`src/rtl/spi_config_sequencer.sv`:
```
// SPI configuration sequencer: on a start pulse, latches a register image and a
// write mask, then issues one 16-bit SPI mode-0 write frame per selected
// register in ascending address order. Every output comes straight from a flop.
//
// Frame timing (D = CLK_DIV):
//   SETUP D, then 16 x (SCK_HI D, SCK_LO D), then HOLD D gives 34*D cycles of ncs
//   low, with 16 sclk rises. The final SCK_LO plus HOLD keeps sclk low for 2*D
//   cycles before ncs rises.
//   Between frames, the GAP second half is shortened by one cycle so that GAP plus
//   SELECT keeps ncs high for exactly 2*D cycles. After the last frame, GAP runs
//   its full 2*D cycles and DONE follows directly.
module spi_config_sequencer #(
  parameter int CLK_DIV  = 4,
  parameter int NUM_REGS = 5
) (
  input  logic                  clk,
  input  logic                  rst,
  input  logic                  start,
  input  logic [NUM_REGS-1:0]   wr_mask,
  input  logic [8*NUM_REGS-1:0] cfg_data,
  output logic                  ncs,
  output logic                  sclk,
  output logic                  copi,
  output logic                  busy,
  output logic                  done,
  output logic [2:0]            cur_addr
);

  localparam int CW = $clog2(CLK_DIV + 1);
  localparam logic [CW-1:0] HALF_LAST      = CW'(CLK_DIV - 1);
  localparam logic [CW-1:0] GAP_SHORT_LAST = CW'(CLK_DIV - 2);

  // The peripheral's 2-FF synchronisers need at least four clk cycles per sclk phase.
  generate
    if (CLK_DIV < 4) begin : g_bad_clk_div
      $error("spi_config_sequencer: CLK_DIV must be at least 4");
    end
    if (NUM_REGS < 1 || NUM_REGS > 8) begin : g_bad_num_regs
      $error("spi_config_sequencer: NUM_REGS must be between 1 and 8");
    end
  endgenerate

  typedef enum logic [3:0] {
    S_IDLE,
    S_FLUSH_HI,
    S_FLUSH_LO,
    S_SELECT,
    S_SETUP,
    S_SCK_HI,
    S_SCK_LO,
    S_HOLD,
    S_GAP,
    S_DONE
  } state_t;

  state_t                  state_q, state_d;
  logic [CW-1:0]           cnt_q, cnt_d;
  logic [3:0]              bit_q, bit_d;
  logic                    gap_half_q, gap_half_d;
  logic [15:0]             shreg_q, shreg_d;
  logic [NUM_REGS-1:0]     mask_q, mask_d;
  logic [8*NUM_REGS-1:0]   data_q, data_d;
  logic [2:0]              cur_addr_q, cur_addr_d;
  logic                    ncs_q, ncs_d;
  logic                    sclk_q, sclk_d;
  logic                    copi_q, copi_d;
  logic                    busy_q, busy_d;
  logic                    done_q, done_d;

  logic [2:0]              sel_idx;
  logic [7:0]              sel_byte;
  logic                    half_done;
  logic                    frame_d;

  // Find the lowest pending register and its data byte.
  // The loop runs downward, so the lowest set bit is the last one written.
  always_comb begin
    sel_idx  = '0;
    sel_byte = '0;
    for (int i = NUM_REGS - 1; i >= 0; i--) begin
      if (mask_q[i]) begin
        sel_idx  = 3'(i);
        sel_byte = data_q[8*i +: 8];
      end
    end
  end

  // Next-state logic: sequence flush pulse, frames and gaps, with half-period timing.
  always_comb begin
    state_d    = state_q;
    cnt_d      = cnt_q;
    bit_d      = bit_q;
    gap_half_d = gap_half_q;
    shreg_d    = shreg_q;
    mask_d     = mask_q;
    data_d     = data_q;
    cur_addr_d = cur_addr_q;
    half_done  = (cnt_q == HALF_LAST);

    case (state_q)
      S_IDLE: begin
        if (start) begin
          data_d  = cfg_data;
          mask_d  = wr_mask;
          cnt_d   = '0;
          state_d = (wr_mask != '0) ? S_FLUSH_HI : S_SELECT;
        end
      end

      S_FLUSH_HI: begin
        if (half_done) begin
          cnt_d   = '0;
          state_d = S_FLUSH_LO;
        end else begin
          cnt_d = cnt_q + 1'b1;
        end
      end

      S_FLUSH_LO: begin
        if (half_done) begin
          cnt_d   = '0;
          state_d = S_SELECT;
        end else begin
          cnt_d = cnt_q + 1'b1;
        end
      end

      S_SELECT: begin
        if (mask_q == '0) begin
          state_d = S_DONE;
        end else begin
          shreg_d    = {sel_byte, 4'b0000, sel_idx, 1'b1};
          cur_addr_d = sel_idx;
          mask_d     = mask_q & ~(NUM_REGS'(1) << sel_idx);
          bit_d      = '0;
          cnt_d      = '0;
          state_d    = S_SETUP;
        end
      end

      S_SETUP: begin
        if (half_done) begin
          cnt_d   = '0;
          state_d = S_SCK_HI;
        end else begin
          cnt_d = cnt_q + 1'b1;
        end
      end

      S_SCK_HI: begin
        if (half_done) begin
          cnt_d   = '0;
          shreg_d = {1'b0, shreg_q[15:1]};
          state_d = S_SCK_LO;
        end else begin
          cnt_d = cnt_q + 1'b1;
        end
      end

      S_SCK_LO: begin
        if (half_done) begin
          cnt_d = '0;
          if (bit_q == 4'd15) begin
            state_d = S_HOLD;
          end else begin
            bit_d   = bit_q + 1'b1;
            state_d = S_SCK_HI;
          end
        end else begin
          cnt_d = cnt_q + 1'b1;
        end
      end

      S_HOLD: begin
        if (half_done) begin
          cnt_d      = '0;
          gap_half_d = 1'b0;
          state_d    = S_GAP;
        end else begin
          cnt_d = cnt_q + 1'b1;
        end
      end

      S_GAP: begin
        if (!gap_half_q) begin
          if (half_done) begin
            cnt_d      = '0;
            gap_half_d = 1'b1;
          end else begin
            cnt_d = cnt_q + 1'b1;
          end
        end else if (mask_q != '0 && cnt_q == GAP_SHORT_LAST) begin
          cnt_d   = '0;
          state_d = S_SELECT;
        end else if (half_done) begin
          cnt_d   = '0;
          state_d = S_DONE;
        end else begin
          cnt_d = cnt_q + 1'b1;
        end
      end

      S_DONE: begin
        state_d = S_IDLE;
      end

      default: begin
        state_d = S_IDLE;
      end
    endcase
  end

  // Output decode from the next state, so each pin is registered and moves with its state.
  always_comb begin
    frame_d = (state_d == S_SETUP) || (state_d == S_SCK_HI) ||
              (state_d == S_SCK_LO) || (state_d == S_HOLD);
    ncs_d   = !frame_d;
    sclk_d  = (state_d == S_FLUSH_HI) || (state_d == S_SCK_HI);
    copi_d  = frame_d & shreg_d[0];
    busy_d  = (state_d != S_IDLE);
    done_d  = (state_d == S_DONE);
  end

  // State and output registers, with synchronous reset to the idle bus.
  always_ff @(posedge clk) begin
    if (rst) begin
      state_q    <= S_IDLE;
      cnt_q      <= '0;
      bit_q      <= '0;
      gap_half_q <= 1'b0;
      shreg_q    <= '0;
      mask_q     <= '0;
      data_q     <= '0;
      cur_addr_q <= '0;
      ncs_q      <= 1'b1;
      sclk_q     <= 1'b0;
      copi_q     <= 1'b0;
      busy_q     <= 1'b0;
      done_q     <= 1'b0;
    end else begin
      state_q    <= state_d;
      cnt_q      <= cnt_d;
      bit_q      <= bit_d;
      gap_half_q <= gap_half_d;
      shreg_q    <= shreg_d;
      mask_q     <= mask_d;
      data_q     <= data_d;
      cur_addr_q <= cur_addr_d;
      ncs_q      <= ncs_d;
      sclk_q     <= sclk_d;
      copi_q     <= copi_d;
      busy_q     <= busy_d;
      done_q     <= done_d;
    end
  end

  assign ncs      = ncs_q;
  assign sclk     = sclk_q;
  assign copi     = copi_q;
  assign busy     = busy_q;
  assign done     = done_q;
  assign cur_addr = cur_addr_q;

endmodule

```
`config.mk`:
```
export PLATFORM = sky130hd
export DESIGN_NAME = spi_config_sequencer
export DESIGN_NICKNAME = d
export VERILOG_FILES = /design/src/rtl/spi_config_sequencer.sv
export SDC_FILE = /design/constraint.sdc
export NUM_CORES = 1
export LEC_CHECK = 0
export CELL_PAD_IN_SITES_DETAIL_PLACEMENT = 1
export CELL_PAD_IN_SITES_GLOBAL_PLACEMENT = 1
export CORE_ASPECT_RATIO = 1.1
export CORE_MARGIN = 2
export CORE_UTILIZATION = 43
export DETAILED_ROUTE_END_ITERATION = 10
export HOLD_SLACK_MARGIN = 0.06
export PLACE_DENSITY = 0.84
export SYNTH_ARGS = -nofsm -noshare
export SYNTH_HDL_FRONTEND = slang
export SYNTH_SLANG_ARGS = --single-unit
```
`constraint.sdc`:
```
create_clock -name clk -period 3.1 [get_ports clk]
set_clock_uncertainty 0.05 [all_clocks]
set_input_delay 0.93 -clock clk [delete_from_list [all_inputs] [get_ports clk]]
set_output_delay 0.93 -clock clk [all_outputs]
set_load 0.1 [all_outputs]
```
# Yosys cells after proc, flatten, opt, wreduce, memory -nomap -nowiden
# Cells that the tools add are included.
[classes]
n_reduce_logical = 24
muxes = 44
n_bitwise = 4
n_shift = 1
n_div = 0
mul = 0
order_cmp = 0
n_eq_ne = 23
n_addsub = 2
[op_table]
columns = ["operator", "count"]
rows = [
  ["$mux 4", 14],
  ["$mux 8", 5],
  ["$pmux 4 s9", 1],
  ["$eq 4x3->1 const B", 8],
  ["$mux 16", 2],
  ["$pmux 16 s2", 1],
  ["$mux 3", 10],
  ["$eq 4x4->1 const B", 3],
  ["$ne 2x2->1 const B", 6],
  ["$pmux 3 s4", 1],
  ["$mux 5", 2],
  ["$pmux 5 s2", 1],
  ["$reduce_bool 5->1", 2],
  ["$reduce_and 3->1", 3],
  ["$eq 4x1->1 const B", 2],
  ["$eq 4x2->1 const B", 2],
  ["$pmux 4 s2", 1],
  ["$reduce_bool 2->1", 4],
  ["$reduce_bool 4->1", 2],
  ["$eq 3x2->1 const B", 2],
  ["$reduce_and 2->1", 3],
  ["$reduce_or 6->1", 1],
  ["$and 5x5->5", 1],
  ["$logic_not 5->1", 1],
  ["14 further kinds", 20],
]
[totals]
n_memories = 0
latchBits = 0
wordCells = 112
out_inout_bits = 8
input_bits = 48
mem_bits_ro = 0
ram_bits = 0
reg_bits = 81

# Longest topological paths before layout
# Gate-level depths: netlist of run 1.
[logic_depth]
depth_word = 10
mapped_depth = 7
depth_no_buf = 6

# Worst setup path after synthesis of run 1
# Ideal clock, no wire load.
[synth_timing]
path_type = "input -> register"
from = "input port wr_mask[3]"
to = "register state_q[1]"
arrival_ns = 1.852
n_path_buf = 0
stages = 3
required_ns = 2.980
setup_time_ns = 0.070
setup_slack_ns = 1.129
cell_sequence = "or4_1 or3_1 a21oi_1"
[synth_between]
elab_chain_cells = 4
[synth_rtl]
columns = ["item", "line", "source"]
rows = [
  ["start, declared", "19", "input logic [NUM_REGS-1:0] wr_mask,"],
  ["$reduce_bool 5->1", "106", "state_d = (wr_mask != '0) ? S_FLUSH_HI : S_SELECT;"],
  ["$mux 2", "106", ""],
  ["$mux 4", "102", "if (start) begin"],
  ["$pmux 4 s9", "100", "case (state_q)"],
  ["end signal, assigned", "241", "state_q <= state_d;"],
  ["end, declared", "56", "state_t state_q, state_d;"],
]
# Every way passes these cells.
# A chain may end at the register's enable or synchronous reset.

# Final worst setup path of run 1
[layout_timing]
from = "register mask_q[2]"
to = "register busy_q, in the netlist busy"
[layout_between]
elab_chain_cells = 6
word_cells_on_any_way = 8
classes_between = "4 x mux; 4 x reduce/logical"
[layout_rtl]
columns = ["item", "line", "source"]
rows = [
  ["start, declared", "61", "logic [NUM_REGS-1:0] mask_q, mask_d;"],
  ["start signal, assigned", "246", "mask_q <= mask_d;"],
  ["$reduce_bool 5->1", "192", "end else if (mask_q != '0 && cnt_q == GAP_SHORT_LAST) begin"],
  ["$logic_and 1x1->1", "192", ""],
  ["$mux 4", "192", ""],
  ["$mux 4", "185", "if (!gap_half_q) begin"],
  ["$pmux 4 s9 *", "100", ""],
  ["$reduce_bool 4->1 *", "220", "busy_d = (state_d != S_IDLE);"],
  ["end signal, assigned", "252", "busy_q <= busy_d;"],
  ["end, declared", "67", "logic busy_q, busy_d;"],
]
# Every way passes the cells marked *; elsewhere a longest branch is shown, timed or not.

==> results of run 1 <==
synth_stat cells, types with 2 or more instances:
| master | instances | area (um^2) |
|---|---|---|
| o22ai_1 | 2 | 12.5 |
| xor2_1 | 2 | 17.5 |
| a221o_1 | 2 | 20.0 |
| dfxtp_1 | 81 | 1620 |
| buf_2 | 14 | 70.1 |
| nor3_1 | 9 | 45.0 |
| inv_1 | 7 | 26.3 |
| buf_4 | 2 | 15.0 |
| nand2_1 | 122 | 458 |
| a22o_1 | 8 | 70.1 |
| and2_1 | 2 | 12.5 |
| or3_1 | 3 | 18.8 |
| nand2b_1 | 4 | 25.0 |
| nor4bb_1 | 2 | 20.0 |
| and3b_1 | 7 | 61.3 |
| nand3_1 | 12 | 60.1 |
| a211oi_1 | 7 | 52.6 |
| a311oi_1 | 7 | 61.3 |
| a31oi_1 | 3 | 18.8 |
| ha_1 | 3 | 37.5 |
| o21ai_0 | 16 | 80.1 |
| a21boi_0 | 2 | 15.0 |
| a21oi_1 | 67 | 335 |
| nor2_1 | 15 | 56.3 |
| a2bb2oi_1 | 2 | 17.5 |
| nor2b_1 | 6 | 37.5 |
| a41oi_1 | 3 | 26.3 |
| or2_1 | 2 | 12.5 |
| nor4_1 | 2 | 12.5 |
| clkbuf_1 | 18 | 67.6 |
| mux2i_1 | 5 | 50.1 |
path summary, 6_finish.rpt:
| path | end | slack (ps) | depth (start not counted) |
|---|---|---|---|
| setup / recovery | busy | 830 | 5 |
| setup reg to reg | busy | 830 | 5 |
| hold reg to reg | data_q[31] | 410 | 2 |
| hold / removal | data_q[31] | 410 | 2 |
routing by layer:
layer | share of wire, % | vias up | global-route usage (%)
li1 | - | 1683 | -
met1 | 44 | 1626 | 28.5
met2 | 51 | 72 | 41.2
met3 | 3.1 | 13 | 3.07
met4 | 2.0 | 0 | 8.73
met5 | 0 | - | 0
kinds of logic after synthesis:
| group | Yosys count | synth area share (%) |
|---|---|---|
| buffers and inverters | 42 | 5.19 |
| and+or+nand+nor | 196 | 24.8 |
| AOI/OAI and AO/OA | 131 | 22.7 |
| muxes | 5 | 1.37 |
| DFF | 81 | 44.2 |
| xor gates and xnor gates | 3 | 0.717 |
| adders and majority gates | 3 | 1.02 |
critical path, cell delays in order (launching register included):
cell and delay, ps:
dfxtp_1 780, or2_2 310, o211ai_2 140, a22oi_1 490, a21oi_1 130, or2_1 250
state kept, by name, summed over array words and instances (netlist names):
register and flops:
state_q 4, done 1, gap_half_q 1, bit_q 4, cnt_q 3, cur_addr 3, ncs 1, shreg_q 16
busy 1, copi 1, mask_q 5, sclk 1, data_q 40
metrics by stage:
step / instance area, um^2 / setup WS [ps]
floorplan: 3670 / 1130
global placement: 4250 / 661
detailed placement: 4250 / 648
CTS: 4430 / 902
global route: 4430 / 729
finish: 4430 / 831
cell type report:
cell class              instances  area, um^2  area share (%)
inverters                       7        26.3           0.593
repair buffers                 63         598            13.5
well taps                     111         139            3.13
clock inverters                 5        57.6            1.30
flip-flops and latches         81        1620            36.6
clock buffers                  10         128            2.88
multi-input cells             338        1860            42.0
report_power, final:
part | internal [mW] | switching (mW)
Sequential | 1.09 | 0.0440
Combinational | 0.132 | 0.174
Clock | 0.367 | 0.382
==> impl_metrics.py, run 1 <==
metrics = {
    "outcome": {
        "run_status": "completed",
    },
    "timing": {
        "worst_pin_slew_ps": 708,
        "finalCritPeriodShare_pct": 73.2,
        "rsz0062_at_grt": "false",
        "maxSlewViolCount": 0,
        "finalSetupTns_ps": 0,
        "hold_viol": 0,
        "max_slew_margin_pct": 52.7,
        "clock.fmax_ghz": 0.441,
        "whs_ps": 409,
        "setup_viol": 0,
        "min_period_ps": 2270,
    },
    "clock_tree": {
        "path_clk_slew_ps": 80,
        "insertion_delay_ps": 350,
        "ctsResizeCount": 0,
        "cts_max_level": 3,
        "cts.sinks": 81,
        "cts.path.max_buffers": 2,
        "post-cts-setup-buffers": 0,
        "cts-root-buf": "clkbuf_8",
        "numCtsBuffers": 9,
        "cts_hold_buf": 0,
        "cts_tree": "done",
    },
    "synthesis": {
        "synth-seq-cells": 81,
        "syn_avg_cell_area_um2": 7.95,
        "ys_warn_count": 0,
        "synth.distinct_cells": 55,
        "async_flop_share_pct": 0,
        "ys.flop_type": "dfxtp_1",
        "syn_area_mm2": 0.00367,
        "synth_nets": 512,
        "synth_edf_count": 0,
        "syn_inst": 461,
        "ys_seq_area_share_pct": 44.2,
    },
    "layout": {
        "final_cells": 615,
        "final_core_util_pct": 53.2,
        "final_common_cell": "nand2_1",
        "drive_above_1_share_pct": 7.94,
        "final_nets": 551,
        "final_cell_mix": "122 x nand2_1, 81 x dfxtp_1, 67 x a21oi_1, 46 x clkdlybuf4s50_1, 16 x o21ai_0",
        "fill_cells": 1031,
        "area_growth_pct": 20.9,
        "num_antenna_cells": 0,
    },
    "power": {
        "leakage_nw": 1.61,
        "power_per_cell_area_mw_per_mm2": 493,
        "peakVddDrop_mv": 0.234,
        "power.total_mw": 2.18,
    },
    "worst_setup_path": {
        "worst-setup-path-type": "register to register",
        "crit_required_ps": 3280,
        "crit_start": "mask_q[2]",
        "cp-end-kind": "register",
        "path_max_fanout": 21,
        "r2r-start": "mask_q[2]",
        "cp-start-kind": "register",
        "arrival_ps": 2450,
    },
    "routing": {
        "vias_per_cell": 5.52,
        "route.detailed.drc": 0,
        "via_count": 3394,
        "wire_per_inst_um": 16.6,
        "ant_nets": 0,
        "drt-pass1-iter-count": 4,
        "finalWirelength_um": 10200,
        "first_iter_violations": 85,
    },
    "die": {
        "die_x_um": 92.0,
        "fp-row-count": 35,
        "floorplan.initialDensity_pct": 44.1,
        "die_area_mm2": 0.00928,
        "fp.coreArea_mm2": 0.00832,
        "die_y_um": 101,
        "io_pins": 56,
    },
    "global_route": {
        "grt_overflow_total": 0,
        "grt_pass1_vias": 3443,
        "track_usage_pct": 23.1,
        "grt_max_degree": 38,
        "antenna_found_initial": 0,
        "grt_pass1_wl_um": 17000,
    },
    "run": {
        "maxCapViolations": 0,
    },
    "min_path": {
        "hold_path.startpoint": "data_q[31]",
        "worstHoldPathType": "register to register",
    },
    "place": {
        "gp_congestion": 0.849,
        "placement.io_buffers": 55,
        "hpwl_um": 7310,
        "placed_cells": 600,
    },
}
Power figures use the tool's default switching activity.
==> run 2: changes to the inputs <==
--- a/config.mk
+++ b/config.mk
@@ -9,10 +9,10 @@
 export CELL_PAD_IN_SITES_GLOBAL_PLACEMENT = 1
 export CORE_ASPECT_RATIO = 1.1
 export CORE_MARGIN = 2
-export CORE_UTILIZATION = 43
+export CORE_UTILIZATION = 40
 export DETAILED_ROUTE_END_ITERATION = 10
 export HOLD_SLACK_MARGIN = 0.06
-export PLACE_DENSITY = 0.84
+export PLACE_DENSITY = 0.79
 export SYNTH_ARGS = -nofsm -noshare
 export SYNTH_HDL_FRONTEND = slang
 export SYNTH_SLANG_ARGS = --single-unit
==> constraint.sdc (replaced) <==
create_clock -name clk -period 2.3 [get_ports clk]
set_clock_uncertainty 0.05 [all_clocks]
set_input_delay 0.69 -clock clk [delete_from_list [all_inputs] [get_ports clk]]
set_output_delay 0.69 -clock clk [all_outputs]
set_load 0.1 [all_outputs]
==> run 2 against run 1 <==
  * Via count increased by 1.8%
  * Wire length decreased by 1.8%
  * Sequential share of layout area decreased by 1.2 points
  * Non-clock buffer count increased by 8
  * Sequential power increased by 34%
  * Critical endpoint is now bit_q[3]
  * Fmax increased by 5.4%
  * Critical path depth increased by 1
  * Combinational power increased by 42%
  * Largest power group unchanged
  * First-iteration DRC count increased by 55%
  * Utilization decreased by 1.7 points
==> impl_metrics.py, run 2 (synthesized netlist as in run 1, its figures left out) <==
metrics = {
    "outcome": {
        "run_status": "completed",
    },
    "routing": {
        "wl_met1_um": 4450,
        "vias_per_cell": 5.51,
        "route.detailed.drc": 0,
        "drt-pass1-iter-count": 4,
        "dr_wl_met3_um": 305,
        "first_iter_violations": 132,
        "ant_nets": 0,
        "finalWirelength_um": 10000,
        "dr_wl_met2_um": 5150,
        "topRoutingLayerUsed": "met4",
        "via_count": 3455,
        "wire_per_inst_um": 16.0,
    },
    "die": {
        "fp-row-count": 36,
        "die_x_um": 95.3,
        "io_pins": 56,
        "fp.coreArea_mm2": 0.00887,
        "die_y_um": 104,
        "die_area_mm2": 0.00995,
        "floorplan.initialDensity_pct": 41.3,
    },
    "layout": {
        "num_antenna_cells": 0,
        "final_core_util_pct": 51.6,
        "top_register": "data_q",
        "largest_reg_flops": 40,
        "largestRegisters": "data_q (40), shreg_q (16), mask_q (5)",
        "area_growth_pct": 24.8,
        "final_nets": 559,
        "final_cell_mix": "122 x nand2_1, 81 x dfxtp_1, 67 x a21oi_1, 46 x clkdlybuf4s50_1, 22 x buf_4",
        "final_common_cell": "nand2_1",
        "drive_above_1_share_pct": 9.55,
    },
    "clock_tree": {
        "numCtsBuffers": 9,
        "ctsResizeCount": 0,
        "cts_hold_buf": 0,
        "insertion_delay_ps": 360,
        "cts-root-buf": "clkbuf_8",
        "cts_max_level": 3,
        "cts.path.max_buffers": 2,
        "cts.sinks": 81,
        "post-cts-setup-buffers": 0,
        "cts_tree": "done",
        "path_clk_slew_ps": 90,
    },
    "timing": {
        "setup_viol": 0,
        "finalCritPeriodShare_pct": 93.6,
        "worst_pin_slew_ps": 573,
        "finalSetupTns_ps": 0,
        "clock.fmax_ghz": 0.464,
        "hold_viol": 0,
        "max_slew_margin_pct": 61.7,
        "maxSlewViolCount": 0,
        "rsz0062_at_grt": "false",
        "min_period_ps": 2150,
    },
    "worst_setup_path": {
        "cp-start-kind": "register",
        "cp-end-kind": "register",
        "crit_required_ps": 2530,
        "worst-setup-path-type": "register to register",
        "arrival_ps": 2380,
        "path_max_fanout": 13,
    },
    "power": {
        "leakage_nw": 1.70,
        "peakVddDrop_mv": 0.381,
        "power_per_cell_area_mw_per_mm2": 711,
    },
    "place": {
        "placement.io_buffers": 55,
        "gp_congestion": 0.846,
        "hpwl_um": 7200,
    },
    "global_route": {
        "grt_pass1_wl_um": 16900,
        "antenna_found_initial": 0,
        "grt_pass1_vias": 3541,
        "track_usage_pct": 21.3,
        "grt_max_degree": 51,
        "grt_overflow_total": 0,
    },
    "min_path": {
        "worstHoldPathType": "register to register",
    },
    "run": {
        "maxCapViolations": 0,
    },
}
## run 2: cell types whose count changed in the layout (fill, tap and decap cells not counted)
cell	previous run	this run
bufinv_16	1	3
clkinvlp_4	3	0
clkinv_2	1	0
buf_4	15	22
buf_12	1	2
clkinv_4	0	1
clkbuf_8	9	11
## run 2: where the power goes
part / switching (mW) / internal, mW
combinational: 0.244 / 0.190
sequential: 0.0453 / 1.46
clock: 0.524 / 0.783
## run 2: metal layers
metal,vias to the layer above,track usage [%]
met2,58,36.3
met3,11,3.84
met5,-,0
met4,0,7.04
li1,1693,-
met1,1693,26.8
## run 2: final timing paths
path / start / endpoint / slack [ps] / depth (start not counted)
max: state_q[1] / bit_q[3] / 150 / 6
min: data_q[34] / data_q[34] / 410 / 2
max reg2reg: state_q[1] / bit_q[3] / 150 / 6
min reg2reg: data_q[34] / data_q[34] / 410 / 2
## run 2: critical path: stages (launching register included)
cell       delay (ps)
dfxtp_1           600
nor4bb_1          430
buf_4             230
a21boi_4          280
o2111ai_1         190
xor2_1            170
nor3_1            130
## run 2: layout make-up
class / instances / area [um^2]
fillers: 1063 / 4300
multi-input cells: 338 / 1860
flip-flops and latches: 81 / 1620
repair buffers: 71 / 671
clock buffers: 12 / 155
well taps: 114 / 143
clock inverters: 4 / 98.8
inverters: 7 / 26.3
## run 2: metrics by stage
step | instances | total power, mW | setup slack [ps] | hold WS [ps] | cell area [um^2]
6_report | 627 | 3.25 | 147 | 409 | 4580
5_1_grt | 627 | 3.38 | 16.0 | 435 | 4580
3_5_place_dp | 611 | 1.98 | 31.8 | 399 | 4320
4_1_cts | 627 | 3.28 | 151 | 412 | 4580
3_3_place_gp | 611 | 1.97 | 53.8 | 389 | 4320
2_1_floorplan | 461 | 1.79 | 569 | 381 | 3670
==> run 3: changes to the inputs <==
--- a/config.mk
+++ b/config.mk
@@ -9,10 +9,11 @@
 export CELL_PAD_IN_SITES_GLOBAL_PLACEMENT = 1
 export CORE_ASPECT_RATIO = 1.1
 export CORE_MARGIN = 2
-export CORE_UTILIZATION = 40
+export CORE_UTILIZATION = 43
 export DETAILED_ROUTE_END_ITERATION = 10
+export GPL_TIMING_DRIVEN = 0
 export HOLD_SLACK_MARGIN = 0.06
-export PLACE_DENSITY = 0.79
+export PLACE_DENSITY = 0.84
 export SYNTH_ARGS = -nofsm -noshare
 export SYNTH_HDL_FRONTEND = slang
 export SYNTH_SLANG_ARGS = --single-unit
==> constraint.sdc (replaced) <==
create_clock -name clk -period 2.6 [get_ports clk]
set_clock_uncertainty 0.05 [all_clocks]
set_input_delay 0.78 -clock clk [delete_from_list [all_inputs] [get_ports clk]]
set_output_delay 0.78 -clock clk [all_outputs]
set_load 0.1 [all_outputs]
==> run 3 against run 2 <==
  * Combinational power down 8.5%
  * Sequential share of layout area up 0.12 points
  * Non-clock buffer count up 18
  * Power down 14%
  * Final cell count up 2.4%
  * Wire length up 13%
  * Utilization up 3.2 points
  * Critical endpoint is now cur_addr[2]
  * Highest routed layer unchanged
==> impl_metrics.py, run 3 (synthesized netlist as in run 1, its figures left out) <==
metrics = {
    "timing": {
        "hold_viol": 0,
        "min_period_ps": 2400,
        "setup_viol": 0,
        "finalSetupTns_ps": 0,
        "finalCritPeriodShare_pct": 92.5,
        "clock.fmax_ghz": 0.416,
        "max_slew_margin_pct": 35.2,
        "rsz0062_at_grt": "false",
        "worst_pin_slew_ps": 976,
        "maxSlewViolCount": 0,
    },
    "routing": {
        "finalWirelength_um": 11300,
        "ant_nets": 0,
        "vias_per_cell": 5.57,
        "wire_per_inst_um": 17.6,
        "first_iter_violations": 134,
        "drt-pass1-iter-count": 4,
        "via_count": 3573,
        "route.detailed.drc": 0,
    },
    "layout": {
        "design_area_mm2": 0.00456,
        "largest_reg_flops": 40,
        "drive_above_1_share_pct": 7.91,
        "top_register": "data_q",
        "largestRegisters": "data_q (40), shreg_q (16), mask_q (5)",
        "final_core_util_pct": 54.8,
        "final_nets": 577,
        "final_cells": 642,
        "final_cell_mix": "122 x nand2_1, 81 x dfxtp_1, 67 x a21oi_1, 46 x clkdlybuf4s50_1, 18 x clkbuf_1",
        "area_growth_pct": 24.4,
        "fill_cells": 1058,
        "num_antenna_cells": 0,
        "final_common_cell": "nand2_1",
    },
    "die": {
        "die_x_um": 92.0,
        "io_pins": 56,
        "fp-row-count": 35,
        "fp.coreArea_mm2": 0.00832,
        "die_area_mm2": 0.00928,
        "die_y_um": 101,
        "floorplan.initialDensity_pct": 44.1,
    },
    "place": {
        "gp_congestion": 0.898,
        "hpwl_um": 8310,
        "placement.io_buffers": 54,
        "placed_area_mm2": 0.00435,
        "placed_cells": 626,
    },
    "worst_setup_path": {
        "crit_slowest_cell": "dlygate4sd2_1",
        "crit_required_ps": 1770,
        "crit_buf_inv": 1,
        "worst-setup-path-type": "register to output port",
        "arrival_ps": 1570,
        "path_max_fanout": 2,
        "critPathMaxStageDelay_ps": 860,
        "cp-start-kind": "register",
        "cp-end-kind": "output port",
        "critPathTopFamily": "buffers and inverters",
        "crit_path_cell_trace": "dlygate4sd2_1",
    },
    "outcome": {
        "run_status": "completed",
    },
    "global_route": {
        "antenna_found_initial": 0,
        "grt_overflow_total": 0,
        "grt_pass1_wl_um": 18300,
        "grt_pass1_vias": 3744,
        "grt_max_degree": 16,
        "track_usage_pct": 25.3,
    },
    "clock_tree": {
        "path_clk_slew_ps": 90,
        "cts.sinks": 81,
        "cts_hold_buf": 0,
        "cts_max_level": 3,
        "cts-root-buf": "clkbuf_8",
        "numCtsBuffers": 9,
        "cts_tree": "done",
        "insertion_delay_ps": 360,
        "post-cts-setup-buffers": 0,
        "cts.path.max_buffers": 2,
        "ctsResizeCount": 8,
    },
    "power": {
        "leakage_nw": 1.70,
        "peakVddDrop_mv": 0.264,
        "power.total_mw": 2.79,
        "power_per_cell_area_mw_per_mm2": 612,
    },
    "min_path": {
        "worstHoldPathType": "register to register",
    },
    "run": {
        "maxCapViolations": 0,
    },
}
[run 3: stage by stage]
stage / setup slack [ps] / hold slack, ps
after floorplan: 779 / 381
after global placement: 181 / 388
after detailed placement: 176 / 401
after CTS: 173 / 414
after global routing: 148 / 438
final: 196 / 410
[run 3: power by group]
group | leakage, nW | total (mW) | switching, mW | internal, mW
clock | 0.112 | 1.07 | 0.515 | 0.551
combinational | 0.932 | 0.397 | 0.238 | 0.159
sequential | 0.661 | 1.33 | 0.0319 | 1.30
[run 3: area by class of cell]
type	instances	area (um^2)	share of cell area, %
multi-input combinational	338	1850	40.7
sequential	81	1620	35.6
timing repair buffer	54	531	11.6
buffer	35	164	3.59
tap	111	139	3.05
clock buffer	9	124	2.72
clock inverter	7	101	2.22
inverter	7	26.3	0.576
[run 3: routing by layer]
layer	vias to the layer above	track usage, %	wire, um
li1	1732	-	-
met1	1728	30.1	4900
met2	89	45.6	5790
met3	24	4.19	369
met4	0	9.87	248
met5	-	0	0
[run 3: worst min-delay path: cells and delay by family (launching register included)]
kind	cells	cell delay (ps)
flops	1	310
simple gates	1	50
compound gates	1	50
[run 3: worst paths after layout]
check / from / end / slack, ps / cells after the start
worst max register to register: mask_q[2] / shreg_q[13] / 460 / 5
worst max-delay path: cur_addr[2] / cur_addr[2] / 200 / 1
worst min-delay path: data_q[21] / data_q[21] / 410 / 2
worst min register to register: data_q[21] / data_q[21] / 410 / 2
